==> src/rtl/mul_pkg.sv <==
// Shared encodings for the HI/LO multiply sequencer: EX op codes, FSM states
// and the default multiplier response timeout.
package mul_pkg;

  typedef enum logic [2:0] {
    OP_NOP   = 3'd0,
    OP_MULT  = 3'd1,
    OP_MULTU = 3'd2,
    OP_MTHI  = 3'd3,
    OP_MTLO  = 3'd4,
    OP_MFHI  = 3'd5,
    OP_MFLO  = 3'd6,
    OP_RSVD  = 3'd7
  } ex_op_e;

  typedef enum logic [1:0] {
    ST_IDLE  = 2'd0,
    ST_ISSUE = 2'd1,
    ST_WAIT  = 2'd2
  } mul_state_e;

  localparam int TIMEOUT_DEFAULT = 4;

  // True for every op that touches HI/LO and therefore must wait out a busy multiply.
  function automatic logic is_hilo_op(input logic [2:0] op);
    return (op >= 3'd1) && (op <= 3'd6);
  endfunction

endpackage

==> src/rtl/hilo_regfile.sv <==
// Architectural HI/LO pair: MT write port, product write port and MF read mux.
module hilo_regfile (
  input  logic        clk,
  input  logic        resetn,
  input  logic        mt_hi_we,
  input  logic        mt_lo_we,
  input  logic [31:0] mt_data,
  input  logic        prod_we,
  input  logic [63:0] prod_data,
  input  logic        rd_en,
  input  logic        rd_hi,
  output logic [31:0] rd_data,
  output logic [31:0] hi,
  output logic [31:0] lo
);

  logic [31:0] hi_q, hi_d;
  logic [31:0] lo_q, lo_d;

  // The FSM never raises an MT write and a product write together; product wins anyway.
  always_comb begin
    hi_d = hi_q;
    lo_d = lo_q;
    if (prod_we) begin
      hi_d = prod_data[63:32];
      lo_d = prod_data[31:0];
    end else begin
      if (mt_hi_we) hi_d = mt_data;
      if (mt_lo_we) lo_d = mt_data;
    end
  end

  always_ff @(posedge clk) begin
    if (!resetn) begin
      hi_q <= '0;
      lo_q <= '0;
    end else begin
      hi_q <= hi_d;
      lo_q <= lo_d;
    end
  end

  assign rd_data = rd_en ? (rd_hi ? hi_q : lo_q) : 32'd0;
  assign hi      = hi_q;
  assign lo      = lo_q;

endmodule

==> src/rtl/mul_hilo_ctrl.sv <==
// EX-stage sequencer for the two-cycle multiplier: issues MULT/MULTU, captures
// the product into HI/LO, stalls dependent HI/LO ops and watches for a dead multiplier.
module mul_hilo_ctrl
  import mul_pkg::*;
#(
  parameter int TIMEOUT = TIMEOUT_DEFAULT
) (
  input  logic        clk,
  input  logic        resetn,
  input  logic        ex_valid,
  input  logic [2:0]  ex_op,
  input  logic [31:0] ex_rs,
  input  logic [31:0] ex_rt,
  input  logic        flush,
  output logic        ex_stall,
  output logic [31:0] ex_result,
  output logic        mul_en,
  output logic        mul_sig,
  output logic [31:0] mul_s1,
  output logic [31:0] mul_s2,
  input  logic [63:0] mul_c,
  input  logic        mul_enable,
  output logic [31:0] hi,
  output logic [31:0] lo,
  output logic        busy,
  output logic        err
);

  localparam int CNT_W = $clog2(TIMEOUT + 1);

  mul_state_e  state_q, state_d;
  logic [31:0] op_a_q, op_a_d;
  logic [31:0] op_b_q, op_b_d;
  logic        sig_q, sig_d;
  logic [CNT_W-1:0] cnt_q, cnt_d;
  logic        err_q, err_d;
  logic        mul_en_q, mul_en_d;

  logic mt_hi_we, mt_lo_we, prod_we;
  logic idle_op, rd_en, rd_hi;

  assign idle_op = (state_q == ST_IDLE) && ex_valid && !flush;

  always_comb begin
    state_d  = state_q;
    op_a_d   = op_a_q;
    op_b_d   = op_b_q;
    sig_d    = sig_q;
    cnt_d    = cnt_q;
    err_d    = err_q;
    mt_hi_we = 1'b0;
    mt_lo_we = 1'b0;
    prod_we  = 1'b0;
    unique case (state_q)
      ST_IDLE: begin
        if (idle_op) begin
          if ((ex_op == OP_MULT) || (ex_op == OP_MULTU)) begin
            op_a_d  = ex_rs;
            op_b_d  = ex_rt;
            sig_d   = (ex_op == OP_MULT);
            state_d = ST_ISSUE;
          end
          mt_hi_we = (ex_op == OP_MTHI);
          mt_lo_we = (ex_op == OP_MTLO);
        end
      end
      ST_ISSUE: begin
        cnt_d   = '0;
        state_d = flush ? ST_IDLE : ST_WAIT;
      end
      ST_WAIT: begin
        // Flush beats a product landing on the same edge.
        if (flush) begin
          cnt_d   = '0;
          state_d = ST_IDLE;
        end else if (mul_enable) begin
          prod_we = 1'b1;
          cnt_d   = '0;
          state_d = ST_IDLE;
        end else if (cnt_q == CNT_W'(TIMEOUT - 1)) begin
          err_d   = 1'b1;
          cnt_d   = '0;
          state_d = ST_IDLE;
        end else begin
          cnt_d = cnt_q + CNT_W'(1);
        end
      end
      default: begin
        cnt_d   = '0;
        state_d = ST_IDLE;
      end
    endcase
    mul_en_d = (state_d == ST_ISSUE);
  end

  always_ff @(posedge clk) begin
    if (!resetn) begin
      state_q  <= ST_IDLE;
      op_a_q   <= '0;
      op_b_q   <= '0;
      sig_q    <= 1'b0;
      cnt_q    <= '0;
      err_q    <= 1'b0;
      mul_en_q <= 1'b0;
    end else begin
      state_q  <= state_d;
      op_a_q   <= op_a_d;
      op_b_q   <= op_b_d;
      sig_q    <= sig_d;
      cnt_q    <= cnt_d;
      err_q    <= err_d;
      mul_en_q <= mul_en_d;
    end
  end

  assign rd_en = idle_op && ((ex_op == OP_MFHI) || (ex_op == OP_MFLO));
  assign rd_hi = (ex_op == OP_MFHI);

  hilo_regfile u_hilo (
    .clk       (clk),
    .resetn    (resetn),
    .mt_hi_we  (mt_hi_we),
    .mt_lo_we  (mt_lo_we),
    .mt_data   (ex_rs),
    .prod_we   (prod_we),
    .prod_data (mul_c),
    .rd_en     (rd_en),
    .rd_hi     (rd_hi),
    .rd_data   (ex_result),
    .hi        (hi),
    .lo        (lo)
  );

  assign busy     = (state_q != ST_IDLE);
  assign ex_stall = ex_valid && is_hilo_op(ex_op) && busy;
  assign mul_en   = mul_en_q;
  assign mul_sig  = sig_q;
  assign mul_s1   = op_a_q;
  assign mul_s2   = op_b_q;
  assign err      = err_q;

endmodule

==> config.mk <==
export PLATFORM = sky130hd
export DESIGN_NAME = mul_hilo_ctrl
export DESIGN_NICKNAME = d
export VERILOG_FILES = /design/src/rtl/mul_pkg.sv /design/src/rtl/hilo_regfile.sv /design/src/rtl/mul_hilo_ctrl.sv
export SDC_FILE = /design/constraint.sdc
export NUM_CORES = 1
export LEC_CHECK = 0
export BUFFER_PORTS_ARGS = -buffer_cell sky130_fd_sc_hd__buf_2
export CAP_MARGIN = 20
export CELL_PAD_IN_SITES_DETAIL_PLACEMENT = 0
export CELL_PAD_IN_SITES_GLOBAL_PLACEMENT = 1
export CORE_ASPECT_RATIO = 0.7
export CORE_UTILIZATION = 36
export CTS_CLUSTER_SIZE = 14
export DETAILED_ROUTE_END_ITERATION = 8
export PLACE_DENSITY_LB_ADDON = 0.1
export SYNTH_ARGS = -nofsm -noshare
export SYNTH_HDL_FRONTEND = slang
export SYNTH_SLANG_ARGS = --single-unit
export TNS_END_PERCENT = 10
==> constraint.sdc <==
create_clock -name clk -period 4.8 [get_ports clk]
set_input_delay 0.72 -clock clk [delete_from_list [all_inputs] [get_ports clk]]
set_output_delay 0.72 -clock clk [all_outputs]
set_load 0.005 [all_outputs]
==> impl_summary.md, run 1 <==
Floorplanning
The die footprint is about 19000 µm². The standard-cell row count is 40. Once the floorplan was initialized, standard cells occupied between 30% and 40% of the core. The area of the placeable core is around 18000 µm².

From bottom edge to top edge, the die measures 115 µm. The count of pins on the block boundary is roughly 300. Measured along the x axis, the die boundary spans roughly 160 µm.

Final layout
The final layout contains approximately 1.2k nets. Fill cells in the final layout number about 1.8k. The area overhead of the layout relative to synthesis is 33.4%. The fraction of final layout cells with drive strength greater than 1 is 37.0%. The most frequent standard cell in the layout excluding fill and tap cells is buf_2. 0 antenna diodes ended up in the layout.

In the layout the commonest cells are buf_2, nand2_1, dfxtp_1.

Synthesis
By area the synthesized netlist is led by dfxtp_1, nand2_1, mux2i_1. The synthesized design contains 0 enable-type register cells. Counting flops and latches in the post-synthesis netlist gives 136. The dominant register cell in the synthesized netlist is dfxtp_1. The async set-or-reset flop fraction in the synthesized netlist is 0%. Counting every net in the synthesized netlist gives ~910. The synthesis warning total is 0. Synthesis handed over a netlist of between 700 and 800 instances. The area share of the leading cell type in the synthesized netlist is approximately 41%. The number of different library cells in the post-synthesis netlist is 37. Sequential cells were found to cover about two fifths of the synthesized design area. The cell area after technology mapping is around 6600 µm². The synthesized design spends more area on one cell type than any other, namely dfxtp_1. The mean instance size in the synthesized netlist is ~8.6 µm².

Timing
Setup violations remaining at the end of the flow were counted as 0. The time the worst path needs with I/O delays and setup is ~3.2 ns. Across the routed clock network, the largest skew measured is 0.00900 ns.

The actual transition at the worst max-transition pin is roughly 1.1 ns. The accumulated negative setup slack is 0 ns. In the finished design, the share of the clock period the worst path needs comes to between 60% and 70%. Setup repair after global routing left no endpoint under its margin. Final hold analysis gives a worst-case slack of 0.452 ns. The headroom to the max-slew limit is between 20% and 30%.

The number of endpoints with negative hold slack in the final report is 0. Static timing analysis puts the maximum clock frequency at between 0.3 and 0.4 GHz. The final-report max-slew violation count was 0.

Clock network
The TritonCTS clock tree is built. Counting every sink on the clock net gives 136. The post-CTS repair timing setup buffer count is 0.

CTS built an H-tree with a depth of 4. After clock tree synthesis, the clock-pin slew on the worst setup and hold paths is about 0.050 ns. In this run, post-CTS hold repair placed 0 buffers. In this run, post-CTS repair resized a total of 0 instances.

TritonCTS created 17 clock buffers. Clock latency on the worst-skew pair, taken at its later pin, is roughly 0.42 ns. The number of buffers between clock root and the deepest sink is 2.

CTS placed an instance of clkbuf_16 at the clock tree root.

Power
The leakage power is 3.69 nW. For this design the ratio of total power to cell area is about 320 nW/µm². The maximum vdd ir drop is about 190 µV.

Drt
The count of nets left with antenna violations after detail routing is 0. The DRC marker count from the first detailed-route iteration is 402. For this run, design rule violations remaining after detail routing come to 0. The post-detailed-route wirelength per cell is 17.6 µm.

The via count is between 6k and 7k. The first TritonRoute pass finished after 5 iterations. Summed over all layers, the routed wires come to 22.3 mm. The via-per-instance ratio is around 5.1.

Global routing
The leftover overflow at the end of global routing is 0. The number of global-route vias before repair is approximately 6k. The largest net degree at the start of global routing is between 100 and 150. The initial antenna violation count is 1.

In the global route stage, overall resource usage came out at 23.5%. The wire length of the first global-routing pass is approximately 34 mm.

Critical path
The slowest cell on the critical path is nand3b_1. The delay of the slowest cell on the worst path is ~0.7 ns. The data arrival at the endpoint of the critical path is 2.50 ns. The critical path goes through buf_2 -> xnor2_1 -> nand3b_1 -> buf_4 -> a21oi_1 -> buf_2. The class of the most critical setup path is in2out. Of all nets on the critical path, the largest fanout is 17.

The type of element launching the critical path is an input port. The data required time at the worst endpoint is just over 4 ns. STA classifies the critical path endpoint as an output port. The most numerous cell type found on the critical path is buf_2.

Placement
The detailed placer's ending HPWL is approximately 15 mm. The global placement routability congestion is 0.789. Port buffering added 300 buffers.

Status
The run finished with clean final reports.

Hold path
The worst hold path belongs to the class reg2reg.

Run
The number of maximum-capacitance violations is 0.
[registers in the layout, indices dropped and copies added, names as in the netlist]
signal     count
mul_s1        32
state_q        2
mul_s2        32
mul_sig        1
err            1
u_hilo.lo     32
u_hilo.hi     32
mul_en         1
cnt_q          3
[metrics by stage]
step / std cells / cell area (µm²) / util, % / worst slack (ns) / power (mW)
CTS: 1265 / 8770 / 50.1 / 1.50 / 2.83
detailed placement: 1234 / 8160 / 46.6 / 1.54 / 1.46
global route: 1265 / 8770 / 50.1 / 1.37 / 2.91
global placement: 1234 / 8160 / 46.6 / 1.57 / 1.46
floorplan: 769 / 6580 / - / 2.28 / 1.33
finish: 1265 / 8770 / 50.1 / 1.58 / 2.80
[logic make-up (layout without fill, tap and decap cells)]
family                   after synthesis  after routing  share of synthesized area [%]
buffers and inverters                 82            347                           5.78
flip-flops                           136            136                           41.4
XOR/XNOR                               1              1                          0.133
AO/OA/AOI/OAI                        137            137                           18.4
AND/OR/NAND/NOR                      316            316                           19.5
multiplexers                          96             96                           14.6
adder cells (fa/ha/maj)                1              1                          0.190
[power by group]
part | switching (mW) | total [mW] | internal, mW
Combinational | 0.149 | 0.257 | 0.108
Clock | 0.514 | 1.37 | 0.855
Sequential | 0.0186 | 1.17 | 1.16
[layer usage]
layer / vias to the layer above / part of all wire, % / GRT usage (%)
li1: 3200 / - / -
met1: 3005 / 47 / 31.4
met2: 238 / 45 / 37.1
met3: 23 / 7.1 / 5.84
met4: 2 / 1.1 / 7.41
met5: - / 0.036 / 0
[cell type report]
type                            instances  area, µm²  share of cell area (%)
Multi-Input combinational cell        551       3520                    40.2
Sequential cell                       136       2720                    31.0
Timing Repair Buffer                  312       1610                    18.3
Clock buffer                           20        467                    5.32
Tap cell                              231        289                    3.29
Clock inverter                         11        148                    1.68
Inverter                                4       16.3                   0.185
[Yosys cell counts (2+ instances only)]
cell	count
nand2_1	258
dfxtp_1	136
mux2i_1	96
clkbuf_1	56
a21oi_1	36
nor2_1	35
a211oi_1	33
a311oi_1	32
a221oi_2	30
buf_2	10
buf_6	6
buf_4	4
inv_1	3
nand3b_1	3
nor3_1	3
a221oi_1	2
buf_1	2
nor3b_1	2
nor4_1	2
nor4b_1	2
or3_1	2
[final timing paths]
path,to,start,slack (ns),cells after the start
min,mul_s1[29]$_SDFFE_PN0P_,mul_s1[29]$_SDFFE_PN0P_,0.45,2
max,ex_result[11],ex_op[0],1.58,6
max reg2reg,u_hilo.hi[14]$_SDFFE_PN0P_,state_q[0]$_SDFF_PN0_,2.24,4
min reg2reg,mul_s1[29]$_SDFFE_PN0P_,mul_s1[29]$_SDFFE_PN0P_,0.45,2
[critical path: cells and delay by family]
kind            cells  cell delay [ns]
xor+xnor            1             0.19
compound gates      1             0.13
buf+inv             3             0.74
simple gates        1             0.70
Power figures use the tool's default switching activity.
==> inputs of run 2 (changes only) <==
- ABC_AREA: default -> 1
- CORE_UTILIZATION: 36 -> 31
- clock period: 4.8 -> 3.2 ns (I/O delays scaled with it)
==> run 2 against run 1 <==
Non-clock buffer count rose by 5. Sequential power rose by 50%. Clock skew rose by 0.0012 ns. Worst hold slack got worse by 0.14 ns. Synthesized cell count rose by 36%.
==> impl_summary.md, run 2 <==
Status
The flow ran to the end, and the final reports show no timing, DRC or antenna violations.

Synthesis
Sorting the synthesized cells by area gives the leading types as dfxtp_1, nand2_1, nand3_1. The library cell occupying the most area in the post-synthesis netlist is dfxtp_1. The dominant register cell in the synthesized netlist is dfxtp_1. The cell count after synthesis came to 1048 (+36%).

The cell area after technology mapping is 6650 µm² (+1.2%). The number of flops mapped to enable cells by yosys came to 0 (unchanged). By count the netlist is led by nand2_1, nand3_1, nor2_1. The synthesis warning total is 0 (unchanged). The async set-or-reset flop fraction in the synthesized netlist is 0% (unchanged). The register bit total from synthesis was 136 (unchanged).

The mean instance size in the synthesized netlist is 6.35 µm² (-26%). The most common cell in the synthesized netlist is nand2_1. The net count after synthesis was 1185 (+31%). The portion of the post-synthesis area used by sequential elements is 40.9% (-0.48 points). The number of different library cells in the post-synthesis netlist was 22 (-41%).

The area share of the leading cell type in the synthesized netlist is 40.9% (-0.48 points).

Drt
The count of nets left with antenna violations after detail routing is 0 (unchanged). The total length of routed wires is 25.0 mm (+12%). The post-detailed-route wirelength per cell is 15.6 µm (-11%).

The via count came to 7428 (+15%). The number of DRC violations after detailed routing came to 0 (unchanged). The DRC marker count from the first detailed-route iteration is 442 (+10%). The via-per-instance ratio is 4.65 (-9.1%). The detailed-router iteration count before antenna repair is 5 (unchanged).

Power
The total design power was 4.11 mW (+47%). The total power divided by cell area is 462 nW/µm² (+45%). The switching share of power is 28.7% (+4.4 points). The combinational cell fraction of total power is 9.7% (+0.5 points). The leakage power is 4.51 nW (+22%). The switching component of the power is 1.18 mW (+73%). The fraction of power consumed by sequential logic is 42.8% (+0.9 points). The internal power component is 2.93 mW (+38%). The portion of total power attributed to the clock network is 47.5% (-1.4 points). The maximum vdd ir drop is 256 µV (+36%).

Final layout
The area overhead of the layout relative to synthesis is 33.6%. The fraction of final layout cells with drive strength greater than 1 was 27.7% (-9.3 points). The most frequent standard cell in the layout excluding fill and tap cells is nand2_1.

The final standard cell area without fillers is 8890 µm² (+1.3%). The area occupied by multi-input gates is 3270 µm² (-7.3%). In the layout the commonest cells are nand2_1, buf_2, nand3_1. The post-layout instance count excluding filler cells came to 1599 (+26%). The register cell area after layout is 2720 µm² (unchanged). The final net count was 1443 (+25%). The fill cell total of the finished layout is 2286 (+29%).

Floorplanning
The starting density of the core is 31.9% (-5.7 points). The area of the placeable core was 20900 µm² (+19%). The standard-cell row count is 44 (+10%).

The count of pins on the block boundary came to 301 (unchanged). The die height came to 125 µm (+8.3%). The die footprint is 22100 µm² (+17%). The width of the die is 177 µm (+8.3%).

Clock network
The root buffer cell is clkbuf_16. TritonCTS built the clock tree. The number of buffers between clock root and the deepest sink is 2 (unchanged).

The number of H-tree levels was 4 (unchanged). The post-CTS repair timing setup buffer count is 0 (unchanged). The insertion delay of the later-clocked pin in the worst-skew pair is 0.43 ns (about the same). The number of sinks driven by the clock tree is 136 (unchanged). The post-cts gate resize count is 0 (unchanged). The number of clock buffers inserted by TritonCTS was 17 (unchanged).

The clock edge transition at the registers on the reported setup and hold paths is 0.07 ns (+0.02 ns). The quantity of hold-fixing buffers added after cts is 0 (unchanged).

Hold path
The path class of the tightest hold or removal check is in2reg. The startpoint identified for the worst hold timing path is ex_rt[5].

Placement
The detailed placer's ending HPWL is 17.0 mm (+12%). The total placed cells including tap cells is 1562 (+27%). The global placement routability congestion came to 0.791 (+0.29%). The number of buffers inserted by port buffering is 300 (unchanged). The placed instance area is 8270 µm² (+1.4%).

Critical path
The reg-to-reg critical path startpoint is state_q[0]$_SDFF_PN0_. The data required time at the worst endpoint is 2.72 ns (-1.36 ns). The critical path is of the reg2out type. The maximum fanout along the worst path is 32 (+15).

The data arrival at the endpoint of the critical path is 1.89 ns (-0.61 ns). The most critical setup path has its startpoint at state_q[0]$_SDFF_PN0_. STA classifies the critical path startpoint as a register. The setup slack on the worst flop-to-flop path is 1.18 ns (-1.06 ns). The worst setup path is captured at an output port.

Global routing
The leftover overflow at the end of global routing is 0 (unchanged). The met1 track utilization from global routing was 30.6% (-0.85 points). The global routing usage on met3 was 7.23% (+1.4 points). The global-route layer with the greatest usage is met2. The fraction of met2 tracks used by global routing was 33.6% (-3.4 points). The largest net degree at the start of global routing is 69 (-47%). The total routing resource utilization after global routing is 22.5% (-0.96 points). The wire length of the first global-routing pass is 38.6 mm (+15%). The number of global-route vias before repair is 6909 (+15%). The initial antenna violation count came to 6 (+5).

Timing
The final setup violation count was 0 (unchanged). Setup repair after global routing left no endpoint under its margin. Timing would allow up to 0.422 GHz.

The number of endpoints with negative hold slack in the final report is 0 (unchanged). The final cycle utilization of the critical path is between 70% and 80%. The accumulated negative setup slack is 0 ns (unchanged). The headroom to the max-slew limit came to 33.6% (+7.0 points).

The time the worst path needs with I/O delays and setup is 2.37 ns. The actual transition at the worst max-transition pin is 0.993 ns (-0.108 ns). The maximum clock skew at final layout is 0.0102 ns (+0.00120 ns). The final-report max-slew violation count was 0 (unchanged).

Run
The number of maximum-capacitance violations is 0 (unchanged).
==> run 2: critical path: stages, from the launching register on <==
cell,delay (ns)
dfxtp_1,0.34
inv_2,0.07
nand2_2,0.10
nor2_4,0.17
nand4_1,0.11
buf_4,0.29
a21oi_1,0.23
buf_2,0.15
==> run 2: through the flow <==
stage                     hold WS (ns)  setup slack, ns  util, %
after floorplan                  0.432             1.41        -
after global placement           0.441            0.964     39.6
after detailed placement         0.444            0.941     39.6
after CTS                        0.298            0.791     42.4
after global routing             0.314            0.702     42.6
final                            0.317            0.829     42.6
==> run 2: final cells by class <==
type,instances,area share (%)
Multi-Input combinational cell,757,36.7
Timing Repair Buffer,317,18.8
Clock buffer,17,4.79
Clock inverter,15,1.77
Tap cell,276,3.88
Antenna cell,4,0.113
Inverter,77,3.25
Sequential cell,136,30.6
==> run 2: final timing paths <==
path | to | cells past startpoint
worst min register to register | err$_SDFFE_PN0P_ | 2
worst min-delay path | mul_s2[5]$_SDFFE_PN0P_ | 3
worst max-delay path | ex_result[26] | 7
worst max register to register | u_hilo.hi[12]$_SDFFE_PN0P_ | 7
==> run 2: power by group through the flow <==
stage                     combinational (mW)  sequential [mW]  clock (mW)
final                                  0.399             1.76        1.95
after global routing                   0.446             1.76        2.08
after CTS                              0.401             1.76        2.00
after detailed placement               0.400             1.80           0
after global placement                 0.398             1.80           0
after floorplan                        0.204             1.79           0
==> run 2: kinds of logic after synthesis <==
kind of cell | synth area share [%]
adder cells (fa/ha/maj) | 0.188
flip-flops | 40.9
AND/OR/NAND/NOR | 40.3
AO/OA/AOI/OAI | 8.07
buffers and inverters | 10.6
==> run 2: routing by layer <==
layer,vias to the layer above,routed length (µm)
li1,3833,-
met1,3322,12000
met2,251,10500
met3,20,2130
met4,2,323
met5,-,13
